<file path="src/rtl/mem_access.sv">
// Memory stage of the 5-stage pipeline: runs req/ack data-bus transactions for loads and
// stores, aligns and extends load data, and forwards the write-back triple to mem_wb.
module mem_access #(
  parameter int unsigned TIMEOUT_CYCLES = 16
) (
  input  logic        clk,
  input  logic        rst,
  input  logic [31:0] ex_wdata,
  input  logic [4:0]  ex_waddr,
  input  logic        ex_we,
  input  logic [3:0]  ex_memop,
  input  logic [31:0] ex_maddr,
  input  logic [31:0] ex_sdata,
  output logic [31:0] mem_wdata,
  output logic [4:0]  mem_waddr,
  output logic        mem_we,
  output logic        stall_req,
  output logic        misalign_exc,
  output logic        bus_err,
  output logic        bus_req,
  output logic        bus_we,
  output logic [31:0] bus_addr,
  output logic [3:0]  bus_sel,
  output logic [31:0] bus_wdata,
  input  logic        bus_ack,
  input  logic [31:0] bus_rdata
);

  typedef enum logic [1:0] {IDLE, BUSY, DONE} state_t;

  localparam logic       LP_TO_EN = (TIMEOUT_CYCLES != 0);
  localparam logic [7:0] LP_LAST  = (TIMEOUT_CYCLES == 0) ? 8'd0 : 8'(TIMEOUT_CYCLES - 1);

  state_t      r_state;
  logic [7:0]  r_count;
  logic [31:0] r_result;
  logic [3:0]  r_op;
  logic [1:0]  r_lane;
  logic        r_isLoad;
  logic        r_aborted;

  logic        w_isLoad;
  logic        w_isStore;
  logic        w_isMem;
  logic        w_isHalf;
  logic        w_isWord;
  logic        w_misaligned;
  logic        w_timeout;
  logic [3:0]  w_sel;
  logic [31:0] w_wdata;

  function automatic logic [31:0] extendLoad(input logic [3:0]  op,
                                             input logic [1:0]  lane,
                                             input logic [31:0] data);
    logic [7:0]  b;
    logic [15:0] h;
    logic [31:0] res;
    case (lane)
      2'd0:    b = data[7:0];
      2'd1:    b = data[15:8];
      2'd2:    b = data[23:16];
      default: b = data[31:24];
    endcase
    h = lane[1] ? data[31:16] : data[15:0];
    case (op)
      4'd1:    res = {{24{b[7]}}, b};
      4'd2:    res = {24'd0, b};
      4'd3:    res = {{16{h[15]}}, h};
      4'd4:    res = {16'd0, h};
      default: res = data;
    endcase
    return res;
  endfunction

  // Opcode decode plus lane enables and replicated store data for the bus.
  always_comb begin
    w_isLoad     = (ex_memop >= 4'd1) && (ex_memop <= 4'd5);
    w_isStore    = (ex_memop >= 4'd6) && (ex_memop <= 4'd8);
    w_isMem      = w_isLoad || w_isStore;
    w_isHalf     = (ex_memop == 4'd3) || (ex_memop == 4'd4) || (ex_memop == 4'd7);
    w_isWord     = (ex_memop == 4'd5) || (ex_memop == 4'd8);
    w_misaligned = (w_isHalf && ex_maddr[0]) || (w_isWord && (ex_maddr[1:0] != 2'd0));
    w_timeout    = LP_TO_EN && (r_count == LP_LAST);
    if (w_isWord) begin
      w_sel   = 4'b1111;
      w_wdata = ex_sdata;
    end else if (w_isHalf) begin
      w_sel   = ex_maddr[1] ? 4'b1100 : 4'b0011;
      w_wdata = {2{ex_sdata[15:0]}};
    end else begin
      w_sel   = 4'b0001 << ex_maddr[1:0];
      w_wdata = {4{ex_sdata[7:0]}};
    end
  end

  always_comb begin
    mem_wdata    = ex_wdata;
    mem_waddr    = ex_waddr;
    mem_we       = ex_we;
    stall_req    = 1'b0;
    misalign_exc = 1'b0;
    case (r_state)
      IDLE: begin
        if (w_isMem) begin
          mem_we = 1'b0;
          if (w_misaligned) misalign_exc = 1'b1;
          else              stall_req    = 1'b1;
        end
      end
      BUSY: begin
        mem_we    = 1'b0;
        stall_req = 1'b1;
      end
      DONE: begin
        mem_wdata = r_result;
        mem_we    = (r_isLoad && !r_aborted) ? ex_we : 1'b0;
      end
      default: mem_we = 1'b0;
    endcase
  end

  // Ack beats a timeout landing on the same cycle; DONE lasts exactly one cycle.
  always_ff @(posedge clk or negedge rst) begin
    if (!rst) begin
      r_state   <= IDLE;
      r_count   <= 8'd0;
      r_result  <= 32'd0;
      r_op      <= 4'd0;
      r_lane    <= 2'd0;
      r_isLoad  <= 1'b0;
      r_aborted <= 1'b0;
      bus_req   <= 1'b0;
      bus_we    <= 1'b0;
      bus_addr  <= 32'd0;
      bus_sel   <= 4'd0;
      bus_wdata <= 32'd0;
      bus_err   <= 1'b0;
    end else begin
      bus_err <= 1'b0;
      case (r_state)
        IDLE: begin
          if (w_isMem && !w_misaligned) begin
            bus_req   <= 1'b1;
            bus_we    <= w_isStore;
            bus_addr  <= {ex_maddr[31:2], 2'b00};
            bus_sel   <= w_sel;
            bus_wdata <= w_wdata;
            r_count   <= 8'd0;
            r_op      <= ex_memop;
            r_lane    <= ex_maddr[1:0];
            r_isLoad  <= w_isLoad;
            r_aborted <= 1'b0;
            r_state   <= BUSY;
          end
        end
        BUSY: begin
          r_count <= r_count + 8'd1;
          if (bus_ack) begin
            if (r_isLoad) r_result <= extendLoad(r_op, r_lane, bus_rdata);
            bus_req <= 1'b0;
            r_state <= DONE;
          end else if (w_timeout) begin
            bus_req   <= 1'b0;
            bus_err   <= 1'b1;
            r_aborted <= 1'b1;
            r_state   <= DONE;
          end
        end
        DONE:    r_state <= IDLE;
        default: r_state <= IDLE;
      endcase
    end
  end

endmodule

</file>
<file path="config.mk">
export PLATFORM = sky130hd
export DESIGN_NAME = mem_access
export DESIGN_NICKNAME = d
export VERILOG_FILES = /design/src/rtl/mem_access.sv
export SDC_FILE = /design/constraint.sdc
export NUM_CORES = 1
export LEC_CHECK = 0
export BUFFER_PORTS_ARGS = -buffer_cell sky130_fd_sc_hd__buf_2
export CAP_MARGIN = 20
export CORE_MARGIN = 2
export CORE_UTILIZATION = 40
export CTS_BUF_LIST = sky130_fd_sc_hd__clkbuf_2 sky130_fd_sc_hd__clkbuf_4 sky130_fd_sc_hd__clkbuf_8
export CTS_CLUSTER_DIAMETER = 100
export CTS_CLUSTER_SIZE = 16
export DETAILED_ROUTE_END_ITERATION = 16
export PLACE_DENSITY_LB_ADDON = 0.08
export REMOVE_ABC_BUFFERS = 1
export SYNTH_ARGS = -nofsm -noshare
export SYNTH_HDL_FRONTEND = slang
export SYNTH_SLANG_ARGS = --single-unit
</file>
<file path="constraint.sdc">
create_clock -name clk -period 1.9 [get_ports clk]
set_input_delay 0.38 -clock clk [delete_from_list [all_inputs] [get_ports clk]]
set_output_delay 0.38 -clock clk [all_outputs]
set_load 0.01 [all_outputs]
</file>
==> impl_summary.txt <==
----------------------------------------------------
[Setup path]
  Buf/Inv on CP ... 3
  Number of gates on the worst path with buffers counted ... 5
  Capturing element of the worst setup path ... mem_wdata[18]
  Worst path arrival time ... around 1.8 ns
  Endpoint of the worst-slack reg-to-reg timing path ... bus_addr[15]$_DFFE_PN0P_
  Data required time at the worst endpoint ... ~1.5 ns
  Cells traversed along the worst timing path ... buf_4 > nor2b_4 > buf_12 > mux2_2 > buf_2
  Largest stage delay on the critical path ... roughly 0.36 ns
  Crit Reg-Reg Startpoint ... r_state[1]$_DFFE_PN0P_
  Classification of the worst setup path ... reg -> out
  Slack of the worst reg-to-reg path ... -0.25 ns
  Path depth of the worst reg2reg path ... 7
  Critical-path cell with the highest stage delay ... sky130_fd_sc_hd__mux2_2
  CP top delay family ... buffers and inverters
  Critical Path Start ... r_state[1]$_DFFE_PN0P_
  Element type at the critical path end ... output port
  Crit Path Max Fanout ... 32
  Worst Setup Start Kind ... register

[Final layout]
  Number of fill cells in the layout ... 1366
  Final cell area excluding filler cells ... ~9200 um^2
  Syn-to-layout area delta ... 42.9%
  Post-route non-filler standard cell count ... between 1000 and 1500
  Number of nets in the layout ... 1032
  Ratio of cells with drive above 1 in the final layout ... 52.9%
  Number of diodes added for antenna fixing ... 0

[Place]
  Placed Cells incl. Taps ... around 1100
  # port buffers ... 239
  Detailed placement HPWL ... ~14000 um
  Post-placement worst setup slack ... -0.361 ns
  Final GP Congestion ... 0.892
  Cell Area, Placed ... 8310 um^2

[STA]
  Hold Violations, Final ... 0
  Smallest setup slack after layout ... -0.276 ns
  Slew Viols, Final ... 0
  Clock period minus worst slack ... 2.18 ns
  Worst clock skew on the final layout ... ~0.013 ns
  Final worst path period share ... 115%
  Achievable frequency ... approximately 0.46 GHz
  Worst rel slew slack ... about three fifths
  Setup TNS ... -16.73 ns
  Setup repair after global routing missed its margin ... yes
  Number of setup violations in the final report ... a little under 90
  Pin slew with the least headroom to its limit ... around 0.6 ns
  Minimum hold slack ... 0.172 ns

[Logic synthesis]
  Number of instances in the synthesized netlist ... 598
  Mean Syn Cell Area ... about 11 um^2
  Cell with the most instances after synthesis ... sky130_fd_sc_hd__dfrtp_1
  Flip-flop and latch count after synthesis ... 119
  Fraction of synthesis flops using an asynchronous set or reset pin ... 100%
  Sequential element share of the synthesized area ... 46.1%
  Commonest cells in the netlist ... sky130_fd_sc_hd__dfrtp_1 (119), sky130_fd_sc_hd__o21ai_0 (63), sky130_fd_sc_hd__mux2_2 (60)
  Synth warn ... 0
  Xor-xnor portion of the synthesized cell area ... less than 1%
  Distinct cells, synth ... 63
  Area fraction in compound gates after synthesis ... between 10% and 20%
  Mux share of post-synthesis cell area ... 23.7%
  Synth Area in Adders ... less than 1%
  Post-Synth Simple-Gate Area ... between 10% and 20%
  Main combinational cell family by area after synthesis ... multiplexers
  Cell accounting for the most synthesized area ... sky130_fd_sc_hd__dfrtp_1
  Area share of the largest cell type after synthesis ... 46.1%
  Number of synthesized flops with an enable pin ... 0
  Top post-synthesis cells by area ... sky130_fd_sc_hd__dfrtp_1 (46%), sky130_fd_sc_hd__mux2_2 (10%), sky130_fd_sc_hd__mux2_1 (5.9%)
  Ys flop type ... sky130_fd_sc_hd__dfrtp_1
  Post-synthesis instance area ... between 6000 and 7000 um^2

[Routing]
  Drt first pass iters ... 4
  Total vias in the final route ... between 5000 and 6000
  Vias/cell ... around 5.2
  Total routed wirelength ... ~20000 um
  Violation count after the first detailed-route iteration ... 221
  Routed Antenna Nets ... 0
  Detailed-route wire length per cell ... approximately 18 um
  Remaining design rule violation count ... 0

[Clocking]
  Clock sink total ... around 120
  Root buf cell ... sky130_fd_sc_hd__clkbuf_8
  CTS tree ... yes
  Deepest level of the CTS H-tree ... 4
  Clock buffers created by TritonCTS ... 17
  Clock slew at the register clock pins of the worst setup and hold paths ... approximately 0.080 ns
  Clock network latency to the later pin of the worst-skew pair ... around 0.43 ns
  Number of buffers on the longest clock path ... 2

[Power]
  Peak supply drop ... 0.000817 V
  LEAKAGE ... approximately 4.4 nW
  Pwr/cell area ... between 1000 and 1500 nW/um^2

[Global routing]
  Routing usage on met3 ... about 7.9%
  Wire length of the first global-routing pass ... 32300 um
  Largest net degree at the start of global routing ... 78
  All-Layer GR Usage ... a little under a quarter
  Total congestion overflow ... 0
  Vias in the first global route ... about 6200
  Number of antenna violations at the first check in global routing ... 0
  Grt met1 use ... roughly 28%
  Global-route track usage on met2 ... between 30% and 40%
  Routing layer with the top usage in global route ... met2

[Status]
  Failing checks ... negative setup slack
  Run status ... complete, but fails checks

[Die]
  Horizontal extent of the die ... roughly 130 um
  Initial cell density of the core ... approximately 40%
  Die Y ... roughly 130 um
  Total core area ... around 16000 um^2
  I/O pin count ... 252
  Row Count ... 46
  Total Die Area ... approximately 17000 um^2

[Hold path]
  Cell depth of the worst min-delay path ... 2
  Class of the tightest hold or removal check ... in -> reg

[Flow run]
  Max Cap Violations ... 0

----------------------------------------------------
-- registers in the layout (all words and copies together) (netlist names) --
name and flops:
bus_wdata 32, r_result 32, bus_addr 30, r_count 8, bus_sel 4, r_op 4, r_lane 2, r_state 2
bus_err 1, bus_req 1, bus_we 1, r_aborted 1, r_isLoad 1
-- where the power goes --
part / switching [mW] / total (mW) / leakage (nW) / internal [mW]
combinational: 2.90 / 6.12 / 2.72 / 3.22
sequential: 0.775 / 4.50 / 1.43 / 3.72
clock: 1.10 / 2.55 / 0.213 / 1.45
total: 4.77 / 13.2 / 4.36 / 8.40
-- per-stage QoR --
stage / util [%] / total power, mW
5_1_grt: 58.4 / 14.1
3_5_place_dp: 52.5 / 9.89
6_report: 58.4 / 13.2
2_1_floorplan: - / 7.35
4_1_cts: 58.4 / 13.3
3_3_place_gp: 52.5 / 9.76
-- routing by layer --
| metal | up-vias | wire [um] |
|---|---|---|
| met1 | 2833 | 8330 |
| met2 | 217 | 9620 |
| met5 | - | 0 |
| li1 | 2767 | - |
| met3 | 29 | 1420 |
| met4 | 0 | 330 |
-- final cells by class --
type                            count  area (um^2)  share of cell area (%)
Tap cell                          216          270                    2.93
Clock inverter                     14          200                    2.17
Timing Repair Buffer              322         2100                    22.7
Clock buffer                       18          241                    2.61
Inverter                            6         22.5                   0.244
Sequential cell                   119         2980                    32.2
Multi-Input combinational cell    424         3420                    37.1
-- worst reg2reg max path, stage by stage (launching register included) --
cell and delay (ns):
sky130_fd_sc_hd__dfrtp_1 0.38, sky130_fd_sc_hd__or2_1 0.27, sky130_fd_sc_hd__or4_4 0.59, sky130_fd_sc_hd__nor2_8 0.13, sky130_fd_sc_hd__buf_6 0.11, sky130_fd_sc_hd__buf_6 0.12, sky130_fd_sc_hd__buf_12 0.14, sky130_fd_sc_hd__mux2_4 0.31
-- cells by family after synthesis --
logic type                 count (synthesis)
buffers and inverters                     56
xor gates and xnor gates                   3
other                                      1
adders and majority gates                  1
and+or+nand+nor                          146
AOI/OAI and AO/OA                        141
muxes                                    131
DFF                                      119
-- placed cells by master, fill, tap and decap left out, types with 5 or more instances in the layout --
| cell type | count |
|---|---|
| sky130_fd_sc_hd__buf_6 | 8 |
| sky130_fd_sc_hd__mux2_2 | 56 |
| sky130_fd_sc_hd__nand4_1 | 8 |
| sky130_fd_sc_hd__nor2_1 | 31 |
| sky130_fd_sc_hd__o21ai_0 | 57 |
| sky130_fd_sc_hd__clkbuf_8 | 17 |
| sky130_fd_sc_hd__nor2b_1 | 6 |
| sky130_fd_sc_hd__nand2_1 | 42 |
| sky130_fd_sc_hd__buf_4 | 58 |
| sky130_fd_sc_hd__buf_2 | 237 |
| sky130_fd_sc_hd__nor3_1 | 11 |
| sky130_fd_sc_hd__mux2i_1 | 29 |
| sky130_fd_sc_hd__buf_12 | 14 |
| sky130_fd_sc_hd__or3_1 | 10 |
| sky130_fd_sc_hd__o21ai_1 | 12 |
| sky130_fd_sc_hd__mux2_4 | 38 |
| sky130_fd_sc_hd__a211oi_1 | 7 |
| sky130_fd_sc_hd__o211ai_1 | 9 |
| sky130_fd_sc_hd__clkinv_4 | 5 |
| sky130_fd_sc_hd__nand3_1 | 5 |
| sky130_fd_sc_hd__mux4_2 | 8 |
| sky130_fd_sc_hd__dfrtp_1 | 118 |
| sky130_fd_sc_hd__inv_1 | 6 |
| sky130_fd_sc_hd__a21oi_1 | 25 |
-- worst min path at each step --
stage / start / endpoint
2_1_floorplan: rst / bus_addr[10]$_DFFE_PN0P_
3_3_place_gp: rst / r_result[31]$_DFFE_PN0P_
3_5_place_dp: rst / r_result[23]$_DFFE_PN0P_
4_1_cts: ex_maddr[28] / bus_addr[28]$_DFFE_PN0P_
5_1_grt: ex_maddr[28] / bus_addr[28]$_DFFE_PN0P_
6_report: ex_maddr[28] / bus_addr[28]$_DFFE_PN0P_
-- repair_timing --
action / in CTS / in global routing
gates resized for setup: 62 / 15
setup buffers: 13 / 2
hold buffers: 1 / 0
pin swaps: 6 / 5
gates cloned: 5 / 0
endpoints found under the setup margin: 109 / 89
endpoints found under the hold margin: 77 / 0
(Power assumes the default switching activity.)
